===== config.mk =====
export PLATFORM = sky130hd
export DESIGN_NAME = spike_time_capture_flat
export DESIGN_NICKNAME = d
export VERILOG_FILES = /design/src/rtl/spike_time_capture_if.sv /design/src/rtl/spike_time_capture.sv /design/src/flat_wrapper.sv
export SDC_FILE = /design/constraint.sdc
export NUM_CORES = 1
export LEC_CHECK = 0
export ABC_AREA = 1
export CAP_MARGIN = 20
export CELL_PAD_IN_SITES_DETAIL_PLACEMENT = 1
export CELL_PAD_IN_SITES_GLOBAL_PLACEMENT = 1
export CORE_UTILIZATION = 30
export CTS_CLUSTER_DIAMETER = 80
export DETAILED_ROUTE_END_ITERATION = 7
export PLACE_DENSITY_LB_ADDON = 0.2
export SKIP_LAST_GASP = 1
export SLEW_MARGIN = 20
export SYNTH_ARGS = -nofsm -noshare
export SYNTH_HDL_FRONTEND = slang
export SYNTH_SLANG_ARGS = --single-unit

===== constraint.sdc =====
create_clock -name clk -period 3.7 [get_ports clk]
set_input_delay 0.555 -clock clk [delete_from_list [all_inputs] [get_ports clk]]
set_output_delay 0.555 -clock clk [all_outputs]
set_load 0.05 [all_outputs]

===== src/rtl/spike_time_capture_if.sv =====
// Result bus of the spike time capture block: captured word, earliest
// arrival time, empty-window flag and a valid/ready handshake.
interface spike_time_capture_if #(
   parameter int LEN = 8
);
   localparam int TW = $clog2(LEN + 1);

   logic            valid;
   logic            ready;
   logic [0:LEN-1]  word_out;
   logic [TW-1:0]   first_time;
   logic            no_spike;

   modport master (
      output valid,
      output word_out,
      output first_time,
      output no_spike,
      input  ready
   );

   modport slave (
      input  valid,
      input  word_out,
      input  first_time,
      input  no_spike,
      output ready
   );
endinterface


===== src/rtl/spike_time_capture.sv =====
// Race-logic spike receiver: samples spike_in for LEN cycles, rebuilds the
// [0:LEN-1] spike word and reports the binary time of the earliest spike
// (LEN when the window was empty). Result is held on a valid/ready bus.
// Optional build macro SPIKE_CAP_ONE_HOT_EN: word_out keeps only the
// earliest spike (one-hot or zero); otherwise it is the union of all spikes.
module spike_time_capture #(
   parameter  int LEN = 8,
   localparam int TW  = $clog2(LEN + 1)
) (
   input  logic                 clk,
   input  logic                 rst,
   input  logic                 start,
   input  logic                 spike_in,
   output logic                 busy,
   spike_time_capture_if.master res
);
   localparam int CW = $clog2(LEN);

   typedef enum logic [1:0] {
      IDLE    = 2'd0,
      CAPTURE = 2'd1,
      HOLD    = 2'd2
   } state_t;

   state_t          state_q, state_d;
   logic [CW-1:0]   cnt_q, cnt_d;
   logic [0:LEN-1]  shadow_word_q, shadow_word_d;
   logic            first_found_q, first_found_d;
   logic [TW-1:0]   shadow_first_q, shadow_first_d;
   logic [0:LEN-1]  word_out_q, word_out_d;
   logic [TW-1:0]   first_time_q, first_time_d;
   logic            no_spike_q, no_spike_d;

   logic            valid;
   logic            last_sample;
   logic            start_win;
   logic [0:LEN-1]  word_cap;
   logic            found_cap;
   logic [TW-1:0]   first_cap;

   assign last_sample = (cnt_q == CW'(LEN - 1));
   // A new window opens from IDLE, or from HOLD in the same cycle the result is accepted.
   assign start_win   = start && ((state_q == IDLE) || ((state_q == HOLD) && res.ready));

   // State register; reset aborts any window in progress.
   always_ff @(posedge clk or posedge rst) begin
      if (rst) state_q <= IDLE;
      else     state_q <= state_d;
   end

   // Next-state logic.
   always_comb begin
      state_d = state_q;
      case (state_q)
         IDLE:    if (start) state_d = CAPTURE;
         CAPTURE: if (last_sample) state_d = HOLD;
         HOLD:    if (res.ready) state_d = start ? CAPTURE : IDLE;
         default: state_d = IDLE;
      endcase
   end

   // FSM outputs: busy during the sampling window, valid while a result is held.
   always_comb begin
      busy  = (state_q == CAPTURE);
      valid = (state_q == HOLD);
   end

   // Shadow capture and result latch; the current sample is folded in so the
   // final edge of the window lands in bit LEN-1 of the published word.
   always_comb begin
      cnt_d          = cnt_q;
      shadow_word_d  = shadow_word_q;
      first_found_d  = first_found_q;
      shadow_first_d = shadow_first_q;
      word_out_d     = word_out_q;
      first_time_d   = first_time_q;
      no_spike_d     = no_spike_q;

      word_cap = shadow_word_q;
      for (int i = 0; i < LEN; i++) begin
         if (CW'(i) == cnt_q) word_cap[i] = spike_in;
      end
      found_cap = first_found_q | spike_in;
      first_cap = (spike_in && !first_found_q) ? TW'(cnt_q) : shadow_first_q;

      if (start_win) begin
         cnt_d          = '0;
         shadow_word_d  = '0;
         first_found_d  = 1'b0;
         shadow_first_d = TW'(LEN);
      end else if (state_q == CAPTURE) begin
         shadow_word_d  = word_cap;
         first_found_d  = found_cap;
         shadow_first_d = first_cap;
         if (last_sample) begin
`ifdef SPIKE_CAP_ONE_HOT_EN
            for (int i = 0; i < LEN; i++) begin
               word_out_d[i] = found_cap && (TW'(i) == first_cap);
            end
`else
            word_out_d = word_cap;
`endif
            first_time_d = first_cap;
            no_spike_d   = !found_cap;
         end else begin
            cnt_d = cnt_q + CW'(1);
         end
      end
   end

   // Datapath registers.
   always_ff @(posedge clk or posedge rst) begin
      if (rst) begin
         cnt_q          <= '0;
         shadow_word_q  <= '0;
         first_found_q  <= 1'b0;
         shadow_first_q <= '0;
         word_out_q     <= '0;
         first_time_q   <= '0;
         no_spike_q     <= 1'b0;
      end else begin
         cnt_q          <= cnt_d;
         shadow_word_q  <= shadow_word_d;
         first_found_q  <= first_found_d;
         shadow_first_q <= shadow_first_d;
         word_out_q     <= word_out_d;
         first_time_q   <= first_time_d;
         no_spike_q     <= no_spike_d;
      end
   end

   assign res.valid      = valid;
   assign res.word_out   = word_out_q;
   assign res.first_time = first_time_q;
   assign res.no_spike   = no_spike_q;
endmodule


===== src/flat_wrapper.sv =====
// flat-port wrapper written by rule: the top's interface ports become plain ports
module spike_time_capture_flat 
#(
   parameter  int LEN = 8,
   localparam int TW  = $clog2(LEN + 1)
)
  (clk, rst, start, spike_in, busy, res_valid, res_word_out, res_first_time, res_no_spike, res_ready);
  spike_time_capture_if #(.LEN(LEN)) res_i ();
  input  logic clk;
  input  logic rst;
  input  logic start;
  input  logic spike_in;
  output logic busy;
  output wire logic [$bits(res_i.valid)-1:0] res_valid;
  output wire logic [$bits(res_i.word_out)-1:0] res_word_out;
  output wire logic [$bits(res_i.first_time)-1:0] res_first_time;
  output wire logic [$bits(res_i.no_spike)-1:0] res_no_spike;
  input wire logic [$bits(res_i.ready)-1:0] res_ready;
  assign res_valid = res_i.valid;
  assign res_word_out = res_i.word_out;
  assign res_first_time = res_i.first_time;
  assign res_no_spike = res_i.no_spike;
  assign res_i.ready = res_ready;
  spike_time_capture #(.LEN(LEN)) u_core (.clk(clk), .rst(rst), .start(start), .spike_in(spike_in), .busy(busy), .res(res_i));
endmodule

## Word-level counts from Yosys, hierarchy flattened

Cells that the tools add are included.

- Bits of input ports: 5
- Register bits after elaboration: 31
- Output and inout bits: 15
- Memories: 0
- Bits in latches: 0
- Word-level logic and storage cells: 60
- RAM bits: 0
- ROM bits: 0

- Reduce and logical (&&, ||, !) cells: 12
- Divide/modulo/power cells: 0
- Bitwise operators: 2
- Multiplexer cells: 23
- $mul: 0
- Shift-type cells: 0
- Equality and inequality tests: 14
- Order comparisons: 0
- $add $sub $neg: 1

Operators by type and width:

| operator | count |
|---|---|
| $mux W8 | 2 |
| $eq A3 B3 Y1 const A | 4 |
| $mux W4 | 3 |
| $mux W1 | 11 |
| $mux W3 | 3 |
| $eq A2 B3 Y1 const A | 2 |
| $mux W2 | 3 |
| $pmux W2 S3 | 1 |
| $reduce_and A3 Y1 | 2 |
| $ne A2 B1 Y1 const B | 2 |
| $ne A2 B2 Y1 const B | 2 |
| $add A3 B1 Y3 const B | 1 |
| $eq A1 B3 Y1 const A | 1 |
| $eq A3 B3 Y1 const B | 1 |
| $logic_and A1 B1 Y1 | 3 |
| $logic_not A3 Y1 | 1 |
| $eq A2 B1 Y1 const B | 1 |
| $eq A2 B2 Y1 const B | 1 |
| $logic_not A1 Y1 | 2 |
| $logic_not A2 Y1 | 1 |
| $reduce_and A2 Y1 | 1 |
| $reduce_bool A2 Y1 | 1 |
| $logic_or A1 B1 Y1 | 1 |
| $not A1 Y1 | 1 |
| $or A1 B1 Y1 | 1 |

## Logic depth before layout (Yosys ltp)

- Depth after elaboration: 6
- Depth in mapped cells: 7
- Gate-level depth less buffers: 7

## Worst setup path before layout

OpenSTA, ideal clock, no wires.

- Path type: register to output
- From: register u_core.state_q[1]
- To: output port res_valid
- Data required time: 3145 ps
- Path buffers: 0
- Path slack: 2051 ps
- Cell stages (with the launch flop): 3
- Arrival time: 1094 ps
- Cells stage by stage: dfrtp_1 -> inv_1 -> nor2_1

- Cells in the longest elaborated chain, start to end: 1

Ends and longest elaborated chain:

| item | line | source |
|---|---|---|
| start: declaration | spike_time_capture.sv:25 | `state_t state_q, state_d;` |
| start signal: assignment | spike_time_capture.sv:48 | `else state_q <= state_d;` |
| $eq A2 B2 Y1 | spike_time_capture.sv:65 | `valid = (state_q == HOLD);` |
| end: declaration | flat_wrapper.sv:14 | `output wire logic [$bits(res_i.valid)-1:0] res_valid;` |

Every way passes these cells.

## Worst setup path after layout

- From: register u_core.state_q[0]
- To: output port busy

- Cells in the longest elaborated chain, start to end: 1

Ends and longest elaborated chain:

| item | line | source |
|---|---|---|
| $eq A2 B1 Y1 | spike_time_capture.sv:64 | `busy = (state_q == CAPTURE);` |
| end: declaration | flat_wrapper.sv:13 | `output logic busy;` |

Every way passes these cells.

==> reports/metrics.cfg <==
[synthesis]
synth_area_leaders=sky130_fd_sc_hd__dfrtp_1 (51%), sky130_fd_sc_hd__nand2_1 (19%), sky130_fd_sc_hd__nand3_1 (5.4%)
mappedNetlistNets=197
share_of_the_synthesized_area_in_compound_gates_ao_oa_aoi_oai_pct=6.93
synth.most_common_cell=sky130_fd_sc_hd__nand2_1
synth_cells=186
yosys_warnings=0
cell_area_after_synthesis_um2=1480
ys_types=16
yosys_most_used_dff=sky130_fd_sc_hd__dfrtp_1
synth.largest_area_cell=sky130_fd_sc_hd__dfrtp_1
postSynth.asyncResetShare_pct=100
synth_edf_count=0
synthXorXnorAreaFrac_pct=0
syn_avg_cell_area_um2=7.96
post_synth_fa_ha_maj_area_fraction_pct=5.07
yosys-top-cells-count=sky130_fd_sc_hd__nand2_1 (74), sky130_fd_sc_hd__dfrtp_1 (30), sky130_fd_sc_hd__inv_1 (19)
post_synthesis_simple_gate_area_fraction_pct=28.5
sequential_share_of_the_synthesized_area_pct=50.7
combinational_family_with_the_most_area_after_synthesis=simple AND/OR/NAND/NOR gates
ys_seq_elements=30
synth.area.mux_share_pct=0
synthDominantCellAreaShare_pct=50.7

[clock_network]
hold_buf_count_cts=0
cts-buffers-inserted=5
worst_skew_pair.late_latency_ps=280
cts_tree=done
cts_setup_buffers=0
clock-sinks=30
max-clock-path-buffers=2
resized_gates_after_cts=0
clockRootBuffer=sky130_fd_sc_hd__clkbuf_8
clk_pin_slew_worst_paths_ps=60
htree_num_levels=2

[drt]
post_drt_via_cell_ratio=4.51
postRouteWirelength_um=3600
vias=1232
detail_route.drc_violations=0
antenna_left=0
routed_wire_length_per_instance_um=13.2
drt_first_pass_iters=4
first_iter_violations=59

[worst_setup_path]
critical_path.endpoint_type=output port
worst_ep_required_time_ps=3140
slowest_delay_ps=870
r2r_end=u_core.res.first_time[1]
reg2reg_from=u_core.state_q[1]
path_max_fanout=13
path_cells=inv_1, nor2_4, clkdlybuf4s50_1
crit_end=busy
startpoint=u_core.state_q[0]
worst_r2r_path_depth=5
r2r_slack_ps=2120
slowest_stage=sky130_fd_sc_hd__clkdlybuf4s50_1
startpoint_type=flop
worst_ep_arrival_time_ps=1920
crit_type=reg2out

[sta]
max-slew-margin-rel_pct=58.1
tns_ps=0
fin_crit_sh_pct=66.9
worst-slew-pin-transition_ps=628
grt_setup_unrepaired=false
max_freq_mhz=404
timing.final.max_slew_violations=0
period_needed_ps=2480
fin_worst_skew_ps=8.87
report.final.setup_viol=0
hold_violations=0

[grt]
number_of_global_route_vias_before_repair=1323
first_pass_grt_wire_length_um=6290
grt-ovfl-total=0
grt.total_usage_pct=16.1
antenna_found_initial=0
grt_start_max_net_pins=31

[placed_design]
post-place-cells=265
portBuffers=19
detailed_place_hpwl_um=2630
gp_congestion=0.754

[finish]
stdcell_count=273
proportion_of_layout_cells_with_a_drive_suffix_above_1_pct=6.80
synthToLayoutAreaGrowth_pct=20.9
layout.nets=216
final.fill_count=570
area.sequential_um2=751
multi_input_comb_area_um2=601
n_antenna_cell=0

[run]
timing.max_cap.violations=0

[floorplanning]
boundary_pins=20
core_outline_area_um2=4720
row_count=25
die_height_um=72.3
die-width_um=72.3
initial_cell_density_of_the_core_pct=31.4
die-area_um2=5220

[hold_path]
timing.hold.worst.class=reg2reg

[status]
run_status=completed

[flip-flops by register name, indices dropped and copies added (netlist names)]
signal	flops
u_core.shadow_word_q	7
u_core.first_found_q	1
u_core.cnt_q	3
u_core.res.no_spike	1
u_core.res.first_time	4
u_core.state_q	2
u_core.res.word_out	8
u_core.shadow_first_q	4
[how the worst min path moves through the flow]
stage	cells after the start	start	slack, ps	end
final	2	u_core.res.word_out[7]	480	u_core.res.word_out[7]
after global routing	2	u_core.res.first_time[1]	510	u_core.res.first_time[1]
after floorplan	2	u_core.shadow_first_q[3]	470	u_core.shadow_first_q[3]
after global placement	2	u_core.res.word_out[7]	460	u_core.res.word_out[7]
after CTS	2	u_core.res.word_out[7]	480	u_core.res.word_out[7]
after detailed placement	2	u_core.res.word_out[7]	470	u_core.res.word_out[7]
[per-stage QoR]
stage,hold WS [ps],utilization [%],worst slack (ps),cell area (um2)
2_1_floorplan,466,-,2050,1480
6_report,479,37.9,1220,1790
3_5_place_dp,465,36.0,1510,1700
3_3_place_gp,459,36.0,1550,1700
5_1_grt,505,37.9,1160,1790
4_1_cts,482,37.9,1210,1790
[cells by family after synthesis]
logic type               count (synthesis)
AO/OA/AOI/OAI                           19
flip-flops                              30
buffers and inverters                   27
AND/OR/NAND/NOR                        104
adder cells (fa/ha/maj)                  6
[worst max-delay path: cells and delay by family (launching register included)]
| kind | cells | cell delay [ps] |
|---|---|---|
| buf+inv | 2 | 960 |
| flops | 1 | 400 |
| simple gates | 1 | 290 |
[layout make-up]
cell class / instances / area share [%]
flip-flops and latches: 30 / 41.9
multi-input cells: 129 / 33.5
repair buffers: 19 / 10.6
clock buffers: 7 / 4.82
well taps: 67 / 4.68
inverters: 20 / 4.19
clock inverters: 1 / 0.279
[per-layer routing]
metal	up-vias	share of wire, %	global-route usage (%)
li1	610	-	-
met1	594	44	18.3
met2	20	50	27.9
met3	8	3.4	4.58
met4	0	2.1	7.63
met5	-	0	0
[placed cells by master, fill, tap and decap left out]
| cell type | n |
|---|---|
| sky130_fd_sc_hd__nor2_4 | 1 |
| sky130_fd_sc_hd__o21ai_0 | 8 |
| sky130_fd_sc_hd__dfrtp_1 | 30 |
| sky130_fd_sc_hd__nor2_1 | 11 |
| sky130_fd_sc_hd__clkbuf_8 | 6 |
| sky130_fd_sc_hd__nand3_1 | 16 |
| sky130_fd_sc_hd__inv_1 | 18 |
| sky130_fd_sc_hd__o21ai_2 | 2 |
| sky130_fd_sc_hd__ha_1 | 6 |
| sky130_fd_sc_hd__clkdlybuf4s50_1 | 19 |
| sky130_fd_sc_hd__clkbuf_1 | 1 |
| sky130_fd_sc_hd__nand2_1 | 74 |
| sky130_fd_sc_hd__o21ai_1 | 3 |
| sky130_fd_sc_hd__inv_2 | 2 |
| sky130_fd_sc_hd__a21oi_1 | 6 |
| sky130_fd_sc_hd__clkinv_2 | 1 |
| sky130_fd_sc_hd__nand2_2 | 2 |
Power is not shown: default switching activity piles up to over one toggle a cycle in this logic, so the estimate is an artifact.
